### src/rtl/irq_pkg.sv
// irq_pkg: shared state type, arbitration modes and index helper for the interrupt controller
package irq_pkg;

    typedef enum logic [1:0] {IRQ_IDLE, IRQ_REQ, IRQ_ACK} irq_state_t;

    localparam int ARB_FIXED = 0;
    localparam int ARB_RR    = 1;

    function automatic int wrapAdd(input int a, input int b, input int n);
        return (a + b >= n) ? a + b - n : a + b;
    endfunction

endpackage

### src/rtl/irq_arbiter.sv
// irq_arbiter: combinational pick of one eligible channel, fixed priority or rotating from rr_ptr
module irq_arbiter
    import irq_pkg::*;
#(
    parameter int N_IRQ    = 4,
    parameter int ARB_MODE = ARB_FIXED,
    localparam int ID_W    = $clog2(N_IRQ)
) (
    input  logic [N_IRQ-1:0] eligible,
    input  logic [ID_W-1:0]  rr_ptr,
    output logic [ID_W-1:0]  winner,
    output logic             valid
);

    logic [ID_W-1:0] base;
    logic [ID_W-1:0] idx;

    assign base = rr_ptr & {ID_W{ARB_MODE == ARB_RR}};

    // Scan from the farthest candidate back to base so the nearest eligible index is written last
    always_comb begin
        winner = '0;
        valid  = 1'b0;
        idx    = '0;
        for (int k = N_IRQ - 1; k >= 0; k--) begin
            idx = ID_W'(wrapAdd(int'(base), k, N_IRQ));
            if (eligible[idx]) begin
                winner = idx;
                valid  = 1'b1;
            end
        end
    end

endmodule

### src/rtl/irq_controller.sv
// irq_controller: synchronises N device IRQ lines, tracks pending/overflow and
// runs a REQ/ACK handshake with the core, pulsing ExtIAck to the served device.
module irq_controller
    import irq_pkg::*;
#(
    parameter int N_IRQ       = 4,
    parameter int SYNC_STAGES = 2,
    parameter int ARB_MODE    = ARB_FIXED,
    localparam int ID_W       = $clog2(N_IRQ)
) (
    input  logic             CLOCK_50,
    input  logic             reset,
    input  logic [N_IRQ-1:0] ExtIRQ,
    input  logic [N_IRQ-1:0] irq_mask,
    input  logic [N_IRQ-1:0] irq_edge,
    input  logic [N_IRQ-1:0] ovf_clr,
    input  logic             cpu_iack,
    output logic             irq_req,
    output logic [ID_W-1:0]  irq_id,
    output logic [N_IRQ-1:0] ExtIAck,
    output logic [N_IRQ-1:0] irq_pending,
    output logic [N_IRQ-1:0] irq_overflow
);

    logic [SYNC_STAGES-1:0][N_IRQ-1:0] syncQ;
    logic [N_IRQ-1:0] syncCur;
    logic [N_IRQ-1:0] syncDly;
    logic [N_IRQ-1:0] rise;
    logic [N_IRQ-1:0] setVec;
    logic [N_IRQ-1:0] clrVec;
    logic [N_IRQ-1:0] eligible;
    logic [ID_W-1:0]  rrPtr;
    logic [ID_W-1:0]  winner;
    logic             winValid;
    irq_state_t       state;
    irq_state_t       stateNext;

    assign syncCur  = syncQ[SYNC_STAGES-1];
    assign rise     = syncCur & ~syncDly;
    assign setVec   = (irq_edge & rise) | (~irq_edge & syncCur);
    assign clrVec   = (state == IRQ_REQ && cpu_iack) ? N_IRQ'(1) << irq_id : '0;
    assign eligible = irq_pending & irq_mask;

    irq_arbiter #(
        .N_IRQ    (N_IRQ),
        .ARB_MODE (ARB_MODE)
    ) uArb (
        .eligible (eligible),
        .rr_ptr   (rrPtr),
        .winner   (winner),
        .valid    (winValid)
    );

    // Set terms are OR'd last so a new event survives a coincident clear
    always_ff @(posedge CLOCK_50 or negedge reset) begin
        if (!reset) begin
            syncQ        <= '0;
            syncDly      <= '0;
            irq_pending  <= '0;
            irq_overflow <= '0;
        end else begin
            syncQ        <= {syncQ[SYNC_STAGES-2:0], ExtIRQ};
            syncDly      <= syncCur;
            irq_pending  <= setVec | (irq_pending & ~clrVec);
            irq_overflow <= (irq_edge & rise & irq_pending & ~clrVec) | (irq_overflow & ~ovf_clr);
        end
    end

    always_ff @(posedge CLOCK_50 or negedge reset) begin
        if (!reset) begin
            state  <= IRQ_IDLE;
            irq_id <= '0;
            rrPtr  <= '0;
        end else begin
            state <= stateNext;
            if (state == IRQ_IDLE && winValid)
                irq_id <= winner;
            if (|clrVec)
                rrPtr <= (irq_id == ID_W'(N_IRQ - 1)) ? '0 : irq_id + 1'b1;
        end
    end

    always_comb begin
        stateNext = state;
        irq_req   = 1'b0;
        ExtIAck   = '0;
        case (state)
            IRQ_IDLE: stateNext = winValid ? IRQ_REQ : IRQ_IDLE;
            IRQ_REQ: begin
                irq_req   = 1'b1;
                stateNext = cpu_iack ? IRQ_ACK : IRQ_REQ;
            end
            IRQ_ACK: begin
                ExtIAck   = N_IRQ'(1) << irq_id;
                stateNext = IRQ_IDLE;
            end
            default: stateNext = IRQ_IDLE;
        endcase
    end

endmodule

### config.mk
export PLATFORM = sky130hd
export DESIGN_NAME = irq_controller
export DESIGN_NICKNAME = d
export VERILOG_FILES = /design/src/rtl/irq_pkg.sv /design/src/rtl/irq_arbiter.sv /design/src/rtl/irq_controller.sv
export SDC_FILE = /design/constraint.sdc
export NUM_CORES = 1
export LEC_CHECK = 0
export ABC_AREA = 0
export CORE_MARGIN = 1
export CORE_UTILIZATION = 45
export CTS_BUF_LIST = sky130_fd_sc_hd__clkbuf_16
export DETAILED_ROUTE_END_ITERATION = 7
export PLACE_DENSITY = 0.78
export SYNTH_ARGS = -nofsm -noshare
export SYNTH_HDL_FRONTEND = slang
export SYNTH_HIERARCHICAL = 1
export SYNTH_SLANG_ARGS = --single-unit
### constraint.sdc
create_clock -name CLOCK_50 -period 5.05 [get_ports CLOCK_50]
set_input_delay 1.01 -clock CLOCK_50 [delete_from_list [all_inputs] [get_ports CLOCK_50]]
set_output_delay 1.01 -clock CLOCK_50 [all_outputs]
set_load 0.005 [all_outputs]
Yosys cells after proc, flatten, opt, wreduce, memory -nomap -nowiden --
Cells that the tools add are included.
Operators by class: multiplexer cells 14, shift operators 1, eq/ne operators 2, bitwise operators 15, reduce and logical (&&, ||, !) cells 3
Operators by type and width (count):
- 4-bit AND | 8
- 4-bit inverter | 4
- 4-bit OR | 3
- 2-bit 2-to-1 mux | 5
- 4-bit 2-to-1 mux | 2
- 1-bit 2-to-1 mux | 6
- 2-bit case mux with 2 select lines | 1
- 1-bit by 2-bit left shift with 4-bit output (first input constant) | 1
- 2-bit by 1-bit == test with 1-bit output (second input constant) | 1
- 2-bit == test (second input constant) | 1
- 1-bit logical AND | 2
- 2-bit zero test | 1
Word-level totals: logic and storage cells 42, bits of input ports 19, bits in registers 24, output and inout bits 15

Longest topological paths before layout --
Gate-level depths: netlist (run 1).
depth after elaboration 7, gate-level depth with buffers 6, gate-level depth less buffers 6

Hierarchy --
The synthesis (run 1) kept the hierarchy.
Modules (own cells, without submodules):
- irq_controller | instances 1, sequential area each 650.6 um2, area an instance 1062.3 um2, cells each 82
- irq_arbiter | instances 1, sequential area each 0.0 um2, area an instance 35.0 um2, cells each 7

Least setup slack after synthesis (run 1) --
No wires, ideal clock.
path kind input port to flip-flop, start input port irq_mask[0], end register irq_id[0], library setup time 125 ps, stages 6, arrival time 1793 ps, slack 3132 ps, required time 4925 ps, buffers on the path 0, cells stage by stage and2_1 -> nor2_1 -> nand2_1 -> nand2b_1 -> nor2_1 -> mux2_2
On the way: longest elaborated chain between the ends 3, elaborated cells between the ends (all ways) 4, classes of those cells mux (2); bitwise (1); reduce/logical (1)
Ends and longest elaborated chain:
- start: declaration | line irq_controller.sv:14 | input logic [N_IRQ-1:0] irq_mask,
- 4-bit AND | line irq_controller.sv:42 | assign eligible = irq_pending & irq_mask;
- 1-bit 2-to-1 mux | line irq_arbiter.sv:27 | if (eligible[idx]) begin
- net winValid | line irq_controller.sv:34 | logic winValid;
- 1-bit logical AND | line irq_controller.sv:76 | if (state == IRQ_IDLE && winValid)
- end signal: assignment | line irq_controller.sv:77 | irq_id <= winner;
- end: declaration | line irq_controller.sv:19 | output logic [ID_W-1:0] irq_id,
The timed path passes the listed nets, and every way through them passes these cells. A chain may end at the register's enable or synchronous reset.

Worst setup path after layout (run 1) --
start register irq_id[1], end output port ExtIAck[1]
On the way: longest elaborated chain between the ends 2
Ends and longest elaborated chain:
- 1-bit by 2-bit left shift with 4-bit output | line irq_controller.sv:94 | ExtIAck = N_IRQ'(1) << irq_id;
- 4-bit 2-to-1 mux | line irq_controller.sv:87 | case (state)
- end: declaration | line irq_controller.sv:20 | output logic [N_IRQ-1:0] ExtIAck,
Every way passes these cells.

==> metrics.txt, run 1 <==
CTS HTree Levels=1; R2R cell count=6; cts repair resizes=0; Worst Path Arrival=roughly 1.6 ns; CTS clk-pin slew, worst paths=0.06 ns; FF-to-FF End=irq_id[1]; Final Util=70.85%; Hold EP=syncCur[0]; CTS root buffer=clkbuf_16; Post-DP HPWL=1366 um; total grt overflow=0; WL met1=728 um; post-CTS setup repair buffer count=0; Die X=roughly 50 um; CP max stage cell=clkdlybuf4s50_1; CP delay by family, top=buffers and inverters; global placement routability congestion=0.7372; commonest non-fill, non-tap cell in the layout=clkdlybuf4s50_1; CTS sink cnt=24; Via density=4.664; pins over their slew limit=0; final hold vios=0; I/O pins=34; Avg WL per Cell=11.75 um; HP Start=syncQ[0]; Tightest Pin Transition=0.9894 ns; Worst setup SP type=flip-flop; HP Class=flip-flop to flip-flop; Core Rows=16; initial antenna violation count=0; setup TNS=0 ns; routed wl met2=884 um; total track usage=between 10% and 20%; Gate Count Post-Synth=between 80 and 90; final net count=143; # diodes=0; highest metal used=met4; crit share post-route=about half; Buf+Inv Stages, Crit Path=2; Crit path largest cell delay=0.50 ns; CTS max path bufs=2; Core Region=0.002022 mm2; final setup vio count=0; Reg2Reg Setup Slack=approximately 3.7 ns; # port buffers=33; crit path kind=flip-flop to output port; crit path cell chain=inv_1 -> ha_1 -> and2_1 -> clkdlybuf4s50_1; Hold WS=0.3494 ns; WP data required=4.04 ns; status=finished clean; layout cells sized above 1=under 10%; Clock Latency Late Sink=0.25 ns; Reg2Reg Launch Point=irq_pending[0]; Initial DRC Count=4; Final ANT Viol Nets=0; die height=49.17 um; first-pass GRT wire length=3070 um; crit-path max FO=5; area growth from synthesis to layout=43.12%; post-route DRC violation count=0; P per Cell Area=409.8 mW/mm2; post-cts hold buffer count=0; TritonCTS clock tree=yes; worst-case clock skew=0.004804 ns; die area=0.002417 mm2; Fmax=385.1 MHz; register area=600.6 um2; largest net degree at the start of global routing=25; commonest non-fill, non-tap cells in the layout=clkdlybuf4s50_1, dfrtp_1, nand2_1; non-filler cells, final=146; Worst Hold Depth=0; total power draw=587.1 uW; multi-input logic area=362.8 um2; unrepaired setup endpoints after global routing=false; Initial Util=49.50%; min Tclk post-route=2.597 ns; Synth Area per Inst=12.06 um2; drt pass-1 iters=2; VDD IR max=0.2740 mV; placed cell count=~140; total number of vias=681; Ys Warns=6; Total Wirelength=1715 um; Fillers=149; maxcap violations=0; CTS Buf Count=3; DR WL met3=81 um; Post-Syn Area=roughly 0.0010 mm2; number of global-route vias before repair=724; CP Capture Type=output port; synthesized net count=between 100 and 150; Slew Limit Headroom=33.83%; leakage=about 0.00065 uW
per-stage QoR:
step                      setup WS, ns  instance area, um2
after floorplan                  3.132                1001
after global placement           2.632                1354
after detailed placement         2.611                1354
after CTS                        2.436                1433
after global routing             2.343                1433
final                            2.453                1433
routing by layer:
| metal | track usage [%] | up-vias |
|---|---|---|
| met1 | 19.79 | 320 |
| li1 | - | 338 |
| met4 | 8.824 | 0 |
| met5 | 0 | - |
| met2 | 29.45 | 21 |
| met3 | 3.738 | 2 |
flip-flops by register name, summed over array words and instances (netlist names):
signal,cells
syncCur,4
irq_overflow,4
irq_id,2
syncDly,4
irq_pending,4
syncQ,4
state,2
where the power goes:
part           total [uW]  internal, uW  switching, uW  leakage (uW)
Clock                 164           105           58.9     0.0000385
Sequential            250           223           27.1      0.000279
Combinational         173           105           67.1      0.000336
final cells by class:
| class | instances | area share [%] |
|---|---|---|
| clock buffer | 3 | 5.240 |
| clock inverter | 1 | 0.2620 |
| inverter | 7 | 1.834 |
| multi-input combinational | 51 | 25.33 |
| sequential | 24 | 41.92 |
| tap | 27 | 2.358 |
| timing repair buffer | 33 | 23.06 |
how the worst max path moves through the flow:
stage	cells past startpoint	start	endpoint
after floorplan	6	irq_mask[0]	irq_id[0]
after global placement	7	irq_mask[0]	irq_id[1]
after detailed placement	7	irq_mask[0]	irq_id[1]
after CTS	4	irq_id[1]	ExtIAck[1]
after global routing	4	irq_id[1]	ExtIAck[1]
final	4	irq_id[1]	ExtIAck[1]
Power figures use the tool's default switching activity.
==> run 2: changes to the inputs <==
==> constraint.sdc (replaced) <==
create_clock -name CLOCK_50 -period 2.55 [get_ports CLOCK_50]
set_input_delay 0.51 -clock CLOCK_50 [delete_from_list [all_inputs] [get_ports CLOCK_50]]
set_output_delay 0.51 -clock CLOCK_50 [all_outputs]
set_load 0.005 [all_outputs]
==> metrics.txt, run 2 (same netlist as run 1, synthesis figures left out) <==
largest net degree at the start of global routing=25 (unchanged); die height=49.17 um (unchanged); CTS clk-pin slew, worst paths=0.05 ns (about the same); drt pass-1 iters=2 (unchanged); commonest non-fill, non-tap cell in the layout=clkdlybuf4s50_1; Hold WS=0.3458 ns (-0.003686 ns); Via density=4.692 (+0.59%); final setup vio count=0 (unchanged); total number of vias=685 (+0.59%); CP max stage cell=clkdlybuf4s50_1; Crit path largest cell delay=0.50 ns (about the same); crit path kind=flip-flop to output port; total track usage=16.79% (-0.32 points); Fmax=~480 MHz; VDD IR max=0.5064 mV (+85%); P per Cell Area=807.2 mW/mm2 (+97%); Total Wirelength=1748 um (+1.9%); final net count=144 (+0.70%); TritonCTS clock tree=yes; Final Util=71.04% (+0.19 points); initial antenna violation count=0 (unchanged); maxcap violations=0 (unchanged); Die X=49.17 um (unchanged); min Tclk post-route=around 2.1 ns; CTS sink cnt=24 (unchanged); Clock Latency Late Sink=0.25 ns (about the same); HP Class=flip-flop to flip-flop; Final ANT Viol Nets=0 (unchanged); post-CTS setup repair buffer count=0 (unchanged); Worst Path Arrival=1.57 ns (-0.02 ns); I/O pins=34 (unchanged); Core Region=0.002022 mm2 (unchanged); final hold vios=0 (unchanged); global placement routability congestion=0.7546 (+2.4%); CTS HTree Levels=1 (unchanged); CTS root buffer=clkbuf_16; Core Rows=16 (unchanged); Post-DP HPWL=1354 um (-0.88%); post-route setup slack=0.4749 ns (-1.979 ns); post-cts hold buffer count=0 (unchanged); Placed Area=0.001361 mm2 (+0.55%); die area=0.002417 mm2 (unchanged); pins over their slew limit=0 (unchanged); dpl ws=0.6167 ns (-1.994 ns); setup TNS=0 ns (unchanged); crit-path max FO=5 (unchanged); crit path cell chain=inv_1 -> ha_1 -> and2_1 -> clkdlybuf4s50_1; Avg WL per Cell=11.97 um (+1.9%); status=finished clean; first-pass GRT wire length=2946 um (-4.0%); CP delay by family, top=buffers and inverters; commonest non-fill, non-tap cells in the layout=clkdlybuf4s50_1, dfrtp_1, nand2_1; crit share post-route=between 80% and 90%; area growth from synthesis to layout=43.50%; Slew Limit Headroom=80.24% (+46 points); Worst setup SP type=flip-flop; Initial Util=49.50% (unchanged); Initial DRC Count=3 (-1); WP data required=2.04 ns (-2.00 ns); CTS Buf Count=3 (unchanged); Buf+Inv Stages, Crit Path=2 (unchanged); Tightest Pin Transition=0.2964 ns (-0.6930 ns); post-route DRC violation count=0 (unchanged); # diodes=0 (unchanged); number of global-route vias before repair=665 (-8.1%); total grt overflow=0 (unchanged); CTS max path bufs=2 (unchanged); layout cells sized above 1=9.244% (+0.84 points); CP Capture Type=output port; unrepaired setup endpoints after global routing=false; # port buffers=33 (unchanged); worst-case clock skew=0.001512 ns (-0.003291 ns); post-route cell area=0.001436 mm2 (+0.26%); leakage=0.0006576 uW (+0.49%); cts repair resizes=0 (unchanged)
## run 2: final cells by class
type	instances	area, um2
inverters	7	26.28
well taps	27	33.78
multi-input cells	51	362.8
fillers	144	585.6
flip-flops and latches	24	600.6
clock buffers	3	75.07
repair buffers	34	337.8
## run 2: path summary, 6_finish.rpt
kind	slack (ns)	depth (start not counted)	end	from
hold / removal	0.35	0	syncCur[3]	syncQ[3]
min in group asynchronous	0.61	2	state[0]	reset
max in group asynchronous	1.71	2	syncDly[1]	reset
hold reg to reg	0.35	0	syncCur[3]	syncQ[3]
setup / recovery	0.47	4	ExtIAck[0]	irq_id[0]
setup reg to reg	1.19	6	irq_id[0]	irq_pending[0]
## run 2: per-stage QoR
| step | total power [uW] | cells |
|---|---|---|
| after floorplan | 673.9 | 83 |
| after global placement | 838.5 | 143 |
| after detailed placement | 847.2 | 143 |
| after CTS | 1176 | 146 |
| after global routing | 1231 | 146 |
| final | 1159 | 146 |
## run 2: routing by layer
metal / vias to the layer above / GRT usage [%] / wire length (um)
met5: - / 0 / 0
met4: 0 / 8.824 / 32
met3: 4 / 3.115 / 76
met2: 24 / 29.22 / 877
met1: 317 / 19.42 / 762
li1: 340 / - / -
## run 2: where the power goes
part	internal (uW)	switching, uW
Combinational	209	130
Sequential	442	55.4
Clock	207	116
Total	858	301
## run 2: worst reg2reg max path, delay by kind of cell, from the launching register on
kind | cells | cell delay [ns]
AND/OR/NAND/NOR | 5 | 0.52
flip-flops | 1 | 0.37
multiplexers | 1 | 0.35
==> run 3: changes to the inputs <==
--- a/config.mk
+++ b/config.mk
@@ -7,10 +7,10 @@
 export LEC_CHECK = 0
 export ABC_AREA = 0
 export CORE_MARGIN = 1
-export CORE_UTILIZATION = 45
+export CORE_UTILIZATION = 41
 export CTS_BUF_LIST = sky130_fd_sc_hd__clkbuf_16
 export DETAILED_ROUTE_END_ITERATION = 7
-export PLACE_DENSITY = 0.78
+export PLACE_DENSITY = 0.74
 export SYNTH_ARGS = -nofsm -noshare
 export SYNTH_HDL_FRONTEND = slang
 export SYNTH_HIERARCHICAL = 1
==> constraint.sdc (replaced) <==
create_clock -name CLOCK_50 -period 1.8 [get_ports CLOCK_50]
set_input_delay 0.36 -clock CLOCK_50 [delete_from_list [all_inputs] [get_ports CLOCK_50]]
set_output_delay 0.36 -clock CLOCK_50 [all_outputs]
set_load 0.005 [all_outputs]
==> metrics.txt, run 3 (same netlist as run 1, synthesis figures left out) <==
status=finished clean; # port buffers=33 (unchanged); Tightest Pin Transition=0.3006 ns (+0.004238 ns); unrepaired setup endpoints after global routing=false; die area=0.002643 mm2 (+9.3%); non-filler cells, final=155 (+6.2%); total track usage=16.82% (+0.034 points); R2R cell count=4 (-2); Avg WL per Cell=12.66 um (+5.8%); leakage=0.0007377 uW (+12%); Worst setup SP type=flip-flop; global placement routability congestion=0.7825 (+3.7%); drt pass-1 iters=4 (+2); VDD IR max=0.8091 mV (+60%); CTS root buffer=clkbuf_16; P per Cell Area=1169 mW/mm2 (+45%); area growth from synthesis to layout=50.88%; Initial Util=44.40% (-5.1 points); Clk pwr share=26.5% (-1.3 points); FF-to-FF End=irq_overflow[2]; Int Power=1285 uW (+50%); crit path kind=flip-flop to output port; min Tclk post-route=about 1.7 ns; CP Capture Type=output port; Core Rows=17 (+1); first-pass GRT wire length=3160 um (+7.3%); pins over their slew limit=0 (unchanged); Final ANT Viol Nets=0 (unchanged); Slew Limit Headroom=79.96% (-0.28 points); post-route DRC violation count=0 (unchanged); total grt overflow=0 (unchanged); largest net degree at the start of global routing=25 (unchanged); commonest non-fill, non-tap cells in the layout=clkdlybuf4s50_1, dfrtp_1, nand2_1; Die X=51.41 um (+4.6%); Reg2Reg Setup Slack=0.41 ns (-0.78 ns); Initial DRC Count=7 (+4); WP data required=1.44 ns (-0.60 ns); Sequential Power Share=39.5% (-3.4 points); TritonCTS clock tree=yes; placed cell count=145 (+1.4%); layout cells sized above 1=19.69% (+10 points); Hold EP=syncCur[3]; CTS sink cnt=24 (unchanged); Final Util=66.98% (-4.1 points); Fillers=186 (+29%); crit share post-route=96.43%; Via density=4.729 (+0.79%); final hold vios=0 (unchanged); initial antenna violation count=0 (unchanged); dpl ws=0.007429 ns (-0.6093 ns); commonest non-fill, non-tap cell in the layout=clkdlybuf4s50_1; Reg2Reg Launch Point=state[0]; final net count=151 (+4.9%); number of global-route vias before repair=713 (+7.2%); CTS Buf Count=3 (unchanged); Core Region=0.002255 mm2 (+12%); HP Class=flip-flop to flip-flop; I/O pins=34 (unchanged); post-route setup slack=0.06422 ns (-0.4107 ns); HP Start=syncQ[3]; Sw Ratio=27.18% (+1.2 points); CTS HTree Levels=1 (unchanged); Worst Hold Depth=0 (unchanged); switching pwr=479.7 uW (+59%); Clock Latency Late Sink=0.25 ns (about the same); final setup vio count=0 (unchanged); Post-DP HPWL=1344 um (-0.75%); Fmax=576.1 MHz; die height=51.41 um (+4.6%); total power draw=1765 uW (+52%); CTS max path bufs=2 (unchanged); CTS clk-pin slew, worst paths=0.06 ns (about the same); total number of vias=733 (+7.0%); Total Wirelength=1963 um (+12%); combinational power share=34.1% (+4.8 points); Worst Path Arrival=1.38 ns (-0.19 ns); # diodes=0 (unchanged); crit-path max FO=3 (-2); worst-case clock skew=0.001760 ns (+0.0002480 ns); maxcap violations=0 (unchanged)
==> run 3: cell count changes in the layout (fill, tap and decap cells not counted), sizes merged <==
| cell | previous run | this run |
|---|---|---|
| buf | 1 | 8 |
| clkdlybuf4s50 | 33 | 28 |
| clkinv | 0 | 1 |
| dlygate4sd2 | 0 | 3 |
| dlymetal6s2s | 0 | 2 |
==> run 3: how the worst max path moves through the flow <==
stage                    from         end  depth (start not counted)  slack (ns)
2_1_floorplan  irq_pending[0]   irq_id[0]                          6        0.53
3_3_place_gp      irq_mask[1]   irq_id[1]                          7        0.05
3_5_place_dp      irq_mask[1]   irq_id[1]                          7       0.007
4_1_cts             irq_id[1]  ExtIAck[1]                          4       -0.08
5_1_grt             irq_id[1]  ExtIAck[0]                          5        0.01
6_report            irq_id[1]  ExtIAck[2]                          4        0.06
==> run 3: area by class of cell <==
class | instances | area (um2) | area share, %
clock inverter | 1 | 3.754 | 0.2485
multi-input combinational | 51 | 375.4 | 24.85
sequential | 24 | 603.1 | 39.93
tap | 28 | 35.03 | 2.320
clock buffer | 3 | 75.07 | 4.971
timing repair buffer | 41 | 391.6 | 25.93
inverter | 7 | 26.28 | 1.740
==> run 3: routing by layer <==
| metal | GRT usage [%] | wire, um | part of all wire (%) |
|---|---|---|---|
| met5 | 0 | 0 | 0 |
| met2 | 27.06 | 1022 | 52 |
| met1 | 20.76 | 788 | 40 |
| met3 | 4.167 | 119 | 6.1 |
| met4 | 8.559 | 33 | 1.7 |
==> run 3: worst max-delay path, stage by stage, from the launching register on <==
cell and delay (ns):
dfrtp_2 0.42, buf_4 0.15, ha_2 0.17, and2_1 0.13
dlygate4sd2_1 0.25
==> run 3: through the flow <==
step	hold slack (ns)	instance area, um2	TNS [ns]
2_1_floorplan	0.06441	1001	0
3_3_place_gp	0.3349	1370	0
3_5_place_dp	0.3347	1370	0
4_1_cts	0.3481	1483	-0.09638
5_1_grt	0.3536	1510	0
6_report	0.3471	1510	0
==> run 3: power groups by stage <==
stage          registers, uW  logic (uW)  clock network [uW]
3_3_place_gp             708         492                   0
3_5_place_dp             714         501                   0
5_1_grt                  709         660                 501
6_report                 697         601                 467
2_1_floorplan            699         255                   0
4_1_cts                  705         559                 476
==> run 3: what timing repair did <==
action / in CTS / in global routing
gates resized for setup: 11 / 2
setup buffers: 3 / 3
cloned: 0 / 0
hold buffers: 0 / 0
endpoints found under the setup margin: 4 / 2
==> edit 1 (config.mk and constraints of run 3) <==
`irq_pending` no longer has a reset.
--- a/src/rtl/irq_controller.sv
+++ b/src/rtl/irq_controller.sv
@@ -57,12 +57,14 @@
             syncQ        <= '0;
             syncDly      <= '0;
-            irq_pending  <= '0;
             irq_overflow <= '0;
         end else begin
             syncQ        <= {syncQ[SYNC_STAGES-2:0], ExtIRQ};
             syncDly      <= syncCur;
-            irq_pending  <= setVec | (irq_pending & ~clrVec);
             irq_overflow <= (irq_edge & rise & irq_pending & ~clrVec) | (irq_overflow & ~ovf_clr);
         end
+    end
+
+    always_ff @(posedge CLOCK_50) begin
+        irq_pending <= setVec | (irq_pending & ~clrVec);
     end
 
Check against the original RTL: differs if reset is asserted again (counterexample within 4 cycles, from zero or initial values and one cycle with reset low); with reset held inactive, the same outputs for 10 cycles.
==> edit 1 against run 3 <==
  * Wire length down 4.2%
  * Fmax is 0.25% lower
  * Total power decreased by 1.3%
  * Sequential share of layout area shrank 0.31 points
  * Count of clock-buffer cells in the layout unchanged
  * Cell area is 2.6% lower
  * Global-route usage rose by 0.097 points
  * Sequential cell count unchanged
  * Hold slack worse by 0.0035 ns
  * First-iteration DRC count increased by 29%
  * Synthesized area is 2.0% lower
  * Setup slack worse by 0.0044 ns
  * Critical path type unchanged
  * Largest cell class unchanged
==> edit 1: results (changes against run 3) <==
The run gives 0.49 ns (was 0.41 ns) as the setup slack on the worst flop-to-flop path. The flow ran to the end, and the final reports show no timing, DRC or antenna violations. Pre-CTS worst setup slack: 0.0339 ns (was 0.00743 ns).

The slew of the pin with the lowest slew margin came out at 0.258 ns (was 0.301 ns). The share of layout cells above drive strength 1 came out at 0.176 (was 0.197). The final weighted congestion in routability-driven placement was 0.759 (was 0.783).

The detailed-route via count is 740 (was 733), and the global-route wire length before repair is 3.17 mm (was 3.16 mm). The detailed-router iteration count before antenna repair was 3 (was 4). The highest fanout seen on the critical path is 4 (was 3). The cell leakage power came out at 0.000696 uW (was 0.000738 uW).

The logs give 149 (was 151) for the final net count and 0.00493 ns (was 0.00176 ns) for the worst clock skew. The end of the worst register-to-register path is irq_id[0] (was irq_overflow[2]). The cell type group with the largest total delay on the critical path is buffers and inverters (was flip-flops).

The origin of the critical flop-to-flop path is irq_pending[1] (was state[0]). The buffer cell driving the clock tree root is clkbuf_16 (unchanged). Depth of the most critical reg-to-reg path: 6 (was 4). The worst vdd rail ir drop came out at 613 uV (was 809 uV).

The worst hold path depth is 0 (unchanged). The combined global-route utilization of all metal layers came out at 0.169 (was 0.168). The run gives 1.37 mm (was 1.34 mm) as the detailed placement HPWL. The startpoint of the most critical hold path was syncQ[2] (was syncQ[3]).

The via count of the first global-routing pass came out at 724 (was 713). The clock-pin slew on the worst setup and hold paths is 0.06 ns (about the same). The worst hold slack came out at 0.344 ns (was 0.347 ns). Pin count of the biggest net entering global routing: 21 (was 25). The average routed wire per standard cell came out at 12.3 um (was 12.7 um). The endpoint of the worst hold-timing path was syncCur[2] (was syncCur[3]). For the initial detailed-routing violation count, the log shows 9 (was 7).
## edit 1: metal layers
metal  track usage  up-vias  part of all wire
met5             0        -                 0
met4        0.0694        0             0.014
met3        0.0298        5             0.043
met2         0.287       20              0.50
met1         0.211      365              0.45
li1              -      350                 -
## edit 1: power by group
group / internal (uW) / total [uW] / switching (uW) / leakage (uW)
registers: 630 / 709 / 79.4 / 0.000273
clock network: 296 / 470 / 173 / 0.0000385
logic: 347 / 564 / 218 / 0.000384
## edit 1: worst max-delay path by stage
stage,startpoint,endpoint,slack [ns],depth (start not counted)
2_1_floorplan,irq_mask[0],irq_id[0],0.53,6
3_3_place_gp,irq_mask[1],irq_id[0],0.05,7
3_5_place_dp,irq_mask[1],irq_id[1],0.03,7
4_1_cts,irq_id[0],ExtIAck[2],0.006,5
5_1_grt,state[1],ExtIAck[0],0.0002,4
6_report,irq_id[0],ExtIAck[2],0.06,5
## edit 1: timing repair
action | CTS | global route
buffers inserted | 4 | 0
gates resized for setup | 9 | 2
setup endpoints to repair | 4 | 1
hold buffers | 0 | 0
endpoints found under the hold margin | 0 | 0
## edit 1: area by class of cell
cell class                      count  area [um^2]
Multi-Input combinational cell     51          378
Timing Repair Buffer               39          370
Tap cell                           28         35.0
Fill cell                         198          762
Clock inverter                      1         3.75
Clock buffer                        3         75.1
Sequential cell                    24          583
Inverter                            7         26.3
## edit 1: per-stage QoR
step / cells / cell area, um^2
2_1_floorplan: 83 / 981
3_3_place_gp: 145 / 1350
3_5_place_dp: 145 / 1350
4_1_cts: 153 / 1460
5_1_grt: 153 / 1470
6_report: 153 / 1470
==> edit 2 (config.mk and constraints of run 3) <==
Without the edit above. `N_IRQ` is set to 4 in 2 places; all go to 8.
--- a/src/rtl/irq_arbiter.sv
+++ b/src/rtl/irq_arbiter.sv
@@ -3,5 +3,5 @@
     import irq_pkg::*;
 #(
-    parameter int N_IRQ    = 4,
+    parameter int N_IRQ    = 8,
     parameter int ARB_MODE = ARB_FIXED,
     localparam int ID_W    = $clog2(N_IRQ)
--- a/src/rtl/irq_controller.sv
+++ b/src/rtl/irq_controller.sv
@@ -4,5 +4,5 @@
     import irq_pkg::*;
 #(
-    parameter int N_IRQ       = 4,
+    parameter int N_IRQ       = 8,
     parameter int SYNC_STAGES = 2,
     parameter int ARB_MODE    = ARB_FIXED,
Interface: changed (8 resized); port bits go from 34 to 63. No check against the original RTL was run, so the function may have changed too.
==> edit 2 against run 3 <==
  * The flow now finishes with violations (setup timing)
  * Total power rose by 82%
  * Critical path depth increased by 1
  * Final cell count grew 90%
  * Cell area grew 87%
  * Die area rose by 75%
  * Setup slack got worse by 0.066 ns
  * Sequential share of layout area hardly changed
  * Sequential cell count increased by 21
  * Count of clock-buffer cells in the layout grew 2
  * Sequential power increased by 74%
  * Wire length is 90% higher
  * Core utilization rose by 2.1 points
  * Synthesized area rose by 79%
==> edit 2: results (changes against run 3) <==
The run finished, with violations left. The final reports fail on setup timing. The number of fill cells in the layout was 321 (was 186); the total nets after synthesis was 195 (was 106). The run gives 6.10 mm (was 3.16 mm) as the global-route wire length before repair.

The depth of the most critical reg-to-reg path works out to 6 (was 4). The run gives -0.182 ns (was 0.00743 ns) as the pre-CTS worst setup slack. For the via count of the first global-routing pass, the log shows 1413 (was 713). The final net count was 284 (was 151); the met3 global-route usage was 0.0683 (was 0.0417).

Source-to-sink clock delay at the later pin of the worst-skew pair: 0.28 ns (was 0.25 ns). The run gives 1 (was 0) as the final setup violation count. The highest fanout seen on the critical path is 4 (was 3), and the global-route met2 utilization is 0.306 (was 0.271).

The tools report the detailed placement HPWL as 2.73 mm (was 1.34 mm). The logs give 253 um (was 119 um) for the met3 layer wire length in the routed design and -0.00213 ns (was 0 ns) for the aggregate negative setup slack. The instance area after placement was 2570 um^2 (was 1370 um^2).

The run gives -0.00213 ns (was 0.0642 ns) as the worst setup slack after layout. The met1 demand-to-capacity share in global routing is 0.221 (was 0.208). The number of buffers created by CTS was 5 (was 3); the final cell count without fillers was 294 (was 155). The logs give 0.778 (was 0.783) for the final weighted congestion in routability-driven placement and 52 (was 7) for the initial detailed-routing violation count. The pin count of the biggest net entering global routing is 26 (was 25), and the ratio of routed vias to standard cells is 4.79 (was 4.73).
edit 2: changes by cell type in the layout (fill, tap and decap cells not counted), moves of 6 or more:
cell | run 3 | this run
dfrtp_1 | 22 | 44
o32ai_1 | 0 | 6
clkdlybuf4s50_1 | 28 | 51
nand2_1 | 17 | 33
buf_4 | 8 | 15
o21ai_0 | 0 | 7
and3_1 | 0 | 6
inv_1 | 5 | 13
edit 2: layout make-up:
| cell class | count | area [um^2] | area share |
|---|---|---|---|
| sequential | 45 | 1130 | 0.399 |
| tap | 50 | 62.6 | 0.0222 |
| clock inverter | 3 | 46.3 | 0.0164 |
| clock buffer | 5 | 125 | 0.0443 |
| inverter | 15 | 56.3 | 0.0199 |
| timing repair buffer | 82 | 764 | 0.271 |
| multi-input combinational | 94 | 641 | 0.227 |
edit 2: worst paths after layout:
check / startpoint / to / slack (ns)
max: irq_id[1] / ExtIAck[3] / -0.002
min: reset / syncQ[7] / 0.03
min reg2reg: syncQ[3] / syncCur[3] / 0.35
max reg2reg: irq_pending[7] / irq_id[2] / 0.17
max in group asynchronous: reset / irq_pending[6] / 1.29
min in group CLOCK_50: syncQ[3] / syncCur[3] / 0.35
edit 2: what timing repair did:
| item | CTS | global route |
|---|---|---|
| buffers inserted | 5 | 3 |
| endpoints found under the setup margin | 9 | 8 |
| hold endpoints to repair | 0 | 0 |
| resized for setup | 28 | 12 |
| pin swaps | 2 | 0 |
edit 2: power by group:
part	switching [uW]	internal (uW)	total, uW	leakage, uW
Combinational	394	588	982	0.000674
Sequential	80.1	1130	1210	0.000518
Clock	356	656	1010	0.0000800
edit 2: worst register-to-register path, stage by stage, from the launching register on:
cell and delay [ns]:
dfrtp_1 0.38, and2_1 0.20, nor4_1 0.39, nand2_1 0.09, nand2b_1 0.10, nor2_1 0.08, mux2_2 0.28
